===== src/rtl/halt_ctrl.sv =====
// Halt controller feeding the clock-gate hlt input: EBREAK/external halt, drain, resume,
// optional single-step compiled in with HALT_STEP_EN.
module halt_ctrl #(
    parameter int unsigned DRAIN_CYCLES = 2
) (
    input  logic        clk,
    input  logic        rst_n,
    input  logic        instr_valid,
    input  logic [31:0] instr,
    input  logic        ext_halt_req,
    input  logic        resume_req,
    input  logic        step_req,
    output logic        hlt,
    output logic        halted,
    output logic [1:0]  halt_cause,
    output logic [31:0] halted_cycles
);

    // state  | meaning
    // RUN    | core running, watching for halt sources
    // DRAIN  | halt accepted, letting the pipeline empty
    // HALTED | gated clock blocked, waiting for resume/step
    // STEP   | one gated pulse released, then back to HALTED
`ifdef HALT_STEP_EN
    typedef enum logic [1:0] {RUN, DRAIN, HALTED, STEP} state_t;
`else
    typedef enum logic [1:0] {RUN, DRAIN, HALTED} state_t;
`endif

    localparam logic [31:0] EBREAK   = 32'h0010_0073;
    localparam logic [3:0]  DRAIN_LD = 4'(DRAIN_CYCLES);

    state_t      state_q, state_d;
    logic [3:0]  cnt_q, cnt_d;
    logic [1:0]  cause_d;
    logic [31:0] cycles_d;
    logic        halted_d;
    logic        ebreak;

    assign ebreak = instr_valid && (instr == EBREAK);

    always_comb begin
        state_d  = state_q;
        cnt_d    = cnt_q;
        cause_d  = halt_cause;
        cycles_d = halted_cycles;
        unique case (state_q)
            RUN: begin
                if (ebreak || ext_halt_req) begin
                    cause_d  = ebreak ? 2'b01 : 2'b10;
                    cnt_d    = DRAIN_LD;
                    cycles_d = 32'd0;
                    state_d  = (DRAIN_CYCLES == 0) ? HALTED : DRAIN;
                end
            end
            DRAIN: begin
                cnt_d = cnt_q - 4'd1;
                if (cnt_q <= 4'd1) begin
                    state_d = HALTED;
                end
            end
            HALTED: begin
                if (halted_cycles != 32'hFFFF_FFFF) begin
                    cycles_d = halted_cycles + 32'd1;
                end
                if (resume_req) begin
                    state_d = RUN;
                    cause_d = 2'b00;
                end
`ifdef HALT_STEP_EN
                else if (step_req) begin
                    state_d = STEP;
                end
`endif
            end
`ifdef HALT_STEP_EN
            STEP: begin
                state_d = HALTED;
                cause_d = 2'b11;
            end
`endif
            default: state_d = RUN;
        endcase
    end

`ifdef HALT_STEP_EN
    assign halted_d = (state_d == HALTED) || (state_d == STEP);
`else
    assign halted_d = (state_d == HALTED);
    logic unused_step;
    assign unused_step = step_req;
`endif

    always_ff @(posedge clk or negedge rst_n) begin
        if (!rst_n) begin
            state_q       <= RUN;
            cnt_q         <= 4'd0;
            halt_cause    <= 2'b00;
            halted_cycles <= 32'd0;
            halted        <= 1'b0;
        end else begin
            state_q       <= state_d;
            cnt_q         <= cnt_d;
            halt_cause    <= cause_d;
            halted_cycles <= cycles_d;
            halted        <= halted_d;
        end
    end

    // Falling-edge flop: hlt only moves while clk is low, so ~hlt & clk cannot glitch.
    always_ff @(negedge clk or negedge rst_n) begin
        if (!rst_n) begin
            hlt <= 1'b0;
        end else begin
            hlt <= (state_q == HALTED);
        end
    end

endmodule


===== config.mk =====
export PLATFORM = sky130hd
export DESIGN_NAME = halt_ctrl
export DESIGN_NICKNAME = d
export VERILOG_FILES = /design/src/rtl/halt_ctrl.sv
export SDC_FILE = /design/constraint.sdc
export NUM_CORES = 1
export LEC_CHECK = 0
export ABC_CLOCK_PERIOD_IN_PS = 2900
export CAP_MARGIN = 0
export CORE_MARGIN = 10
export CORE_UTILIZATION = 30
export CTS_CLUSTER_SIZE = 40
export DETAILED_ROUTE_END_ITERATION = 12
export PLACE_DENSITY = 0.54
export SLEW_MARGIN = 10
export SYNTH_ARGS = -nofsm -noshare
export SYNTH_HDL_FRONTEND = slang
export SYNTH_SLANG_ARGS = --single-unit

===== constraint.sdc =====
create_clock -name clk -period 2.9 [get_ports clk]
set_clock_uncertainty 0.15 [all_clocks]
set_input_delay 0.29 -clock clk [delete_from_list [all_inputs] [get_ports clk]]
set_output_delay 0.29 -clock clk [all_outputs]
set_load 0.01 [all_outputs]

==> flow_summary.toml <==
[yosys]
synth-seq-cells = 42
yosysWarnings = 0
synth-simple-area-share_pct = 26.8
seq_area_frac_synth_pct = 41.3
yosysUniqueCellTypes = 66
synthArstFlopShare_pct = 100
synth_top_family_by_area = "simple AND/OR/NAND/NOR gates"
synth_nets = 319
synth-edff-count = 0
postSynthCellCount = 278
avgSynthCellArea_um2 = 9.15
synthAdderAreaFrac_pct = 1.48
synth_compound_area_share_pct = 23.9
synth-xor-area-share_pct = 0.689
synth_flop_cell = "dfrtp_1"
netlist_area_mm2 = 0.00254
synthMuxAreaShare_pct = 0.443

[place]
place_congestion = 0.791
numPortBuffers = 72
place_inst = 454
hpwl_um = 5860

[sta]
drv_slew = 0
tns_ns = 0
worst_slew_pin_slew_ns = 0.742
timing.final.hold_violations = 8
setup_viol_count_final = 0
relSlewSlack_pct = 50.1
holdWs_ns = -0.00878
rsz0062_at_grt = "no"

[global_route]
grt_max_degree = 42
grt_pass1_wl_um = 13300
grt_pass1_vias = 2442
use_met2_pct = 19.9
busiest_layer = "met2"
track_usage_pct = 12.6
grt_use_met1_pct = 16.5
met3_usage_pct = 4.15
grt.overflow.total = 0
antenna_found_initial = 0

[outcome]
outcome = "finished with violations"
violations = "negative hold slack"

[clock_network]
clock_path_buffers = 2
cts_setup_buffers = 0
clk_latency_ns = 0.29
cts_hold_buf = 0
cts_tree = "built"
htree_levels = 2
clk_pin_slew_ns = 0.09
cts_resized = 1
cts_root_buffer = "clkbuf_8"
numCtsBuffers = 5
clock_sinks = 42

[power_and_ir_drop]
p_leak_nw = 1.40
pwr_density_cell_mw_per_mm2 = 638
ir_worst_vdd_mv = 0.318
total_power_mw = 2.23

[critical_path]
cp_top_family = "flip-flops"
critical_path_class = "register to primary output"
slowest_stage = "dfrtn_1"
cp-end-kind = "primary output"
path_max_fanout = 1
slowest_delay_ns = 0.38
worstSetupStartpointType = "register"
crit_required_ns = 2.46
path_buf_inv = 1
path_cells = "dlygate4sd2_1"
cp.arrival_ns = 2.39
r2r_slack_ns = 0.33

[final_layout]
final_cell_mix = "70 x clkdlybuf4s50_1, 41 x dfrtp_1, 22 x nand2_1, 19 x a31oi_1, 17 x nand3_1"
nets = 397
syn_to_final_growth_pct = 37.6
layout.cells.non_filler = 461
fin_util_pct = 42.6
antenna_cells = 0
final_common_cell = "clkdlybuf4s50_1"
drive_above_1_share_pct = 10.7
num-fill-cells = 807

[drt]
wirelength_um = 8180
vias = 2502
drt_iter0_markers = 187
remaining_drc_errors = 0
dr.pass1.iters = 4
wire_per_inst_um = 17.7
ant_nets = 0
vias_per_cell = 5.43

[job]
drv_cap = 0

[floorplanning]
coreArea_mm2 = 0.00822
io_pins = 74
rows = 33
die_x_um = 112
initial_core_util_pct = 30.9
fp.dieH_um = 112
dieArea_mm2 = 0.0126

[worst_hold_path]
hold_path_class = "input port to asynchronous set/reset pin"
final timing paths:
kind,start,endpoint,cells past startpoint
min in group clk,cnt_q[3],cnt_q[3],1
min reg2reg,cnt_q[3],cnt_q[3],1
max reg2reg,halted_cycles[1],halted_cycles[2],7
max,hlt,hlt,1
max in group asynchronous,rst_n,hlt,1
min,rst_n,halted_cycles[7],2
area by class of cell:
cell class                 count  area [um2]  share of cell area [%]
tap                          105         131                    3.76
inverter                      17        63.8                    1.82
timing repair buffer          85         812                    23.2
clock buffer                   5        68.8                    1.97
sequential                    42        1050                    30.0
multi-input combinational    205        1360                    38.9
clock inverter                 2        10.0                   0.286
stage by stage:
stage | instance area (um2) | worst slack (ns)
floorplan | 2540 | 0.0240
global placement | 3420 | 0.111
detailed placement | 3420 | 0.0842
CTS | 3490 | 0.0503
global route | 3500 | 0.0207
finish | 3500 | 0.0688
power breakdown:
part | internal, mW | leakage (nW) | switching, mW
sequential | 0.741 | 0.566 | 0.202
combinational | 0.465 | 0.790 | 0.448
clock | 0.162 | 0.0438 | 0.213
total | 1.37 | 1.40 | 0.863
synth_stat cells, types with 2 or more instances:
| cell | n | area share, % |
|---|---|---|
| or4_1 | 3 | 0.89 |
| a22o_1 | 2 | 0.69 |
| nor4_1 | 10 | 2.5 |
| clkbuf_1 | 7 | 1.0 |
| o21ai_1 | 5 | 0.98 |
| ha_1 | 3 | 1.5 |
| and3_1 | 5 | 1.2 |
| o22ai_1 | 2 | 0.49 |
| o21a_1 | 4 | 1.2 |
| nor3_1 | 10 | 2.0 |
| nand2_1 | 23 | 3.4 |
| and4_1 | 8 | 2.8 |
| buf_6 | 2 | 0.89 |
| dfrtp_1 | 41 | 40 |
| and2_1 | 2 | 0.49 |
| nor2_1 | 13 | 1.9 |
| a21oi_1 | 7 | 1.4 |
| nand3_1 | 17 | 3.3 |
| o31a_1 | 4 | 1.4 |
| nor4b_1 | 2 | 0.69 |
| a211oi_1 | 2 | 0.59 |
| o21ai_0 | 11 | 2.2 |
| a21o_1 | 2 | 0.59 |
| o211ai_1 | 6 | 1.8 |
| inv_1 | 16 | 2.4 |
| a31oi_1 | 19 | 4.7 |
| nand4_1 | 5 | 1.2 |
| o31a_2 | 2 | 0.79 |
| buf_2 | 4 | 0.79 |
| a221o_1 | 5 | 2.0 |
sequential cells by signal, indices dropped and copies added (netlist names):
signal / cells
halted_cycles: 32
cnt_q: 4
halt_cause: 2
state_q: 2
halted: 1
hlt: 1
layer usage:
| layer | part of all wire, % | vias up |
|---|---|---|
| met5 | 0 | - |
| li1 | - | 1226 |
| met2 | 44 | 94 |
| met3 | 7.8 | 6 |
| met1 | 47 | 1176 |
| met4 | 0.62 | 0 |
logic make-up after synthesis:
group	Yosys count
mux	1
buf+inv	31
flops	42
compound gates	85
xor+xnor	2
simple gates	114
fa+ha+maj	3
Note: power is estimated with default switching activity, not from simulation.
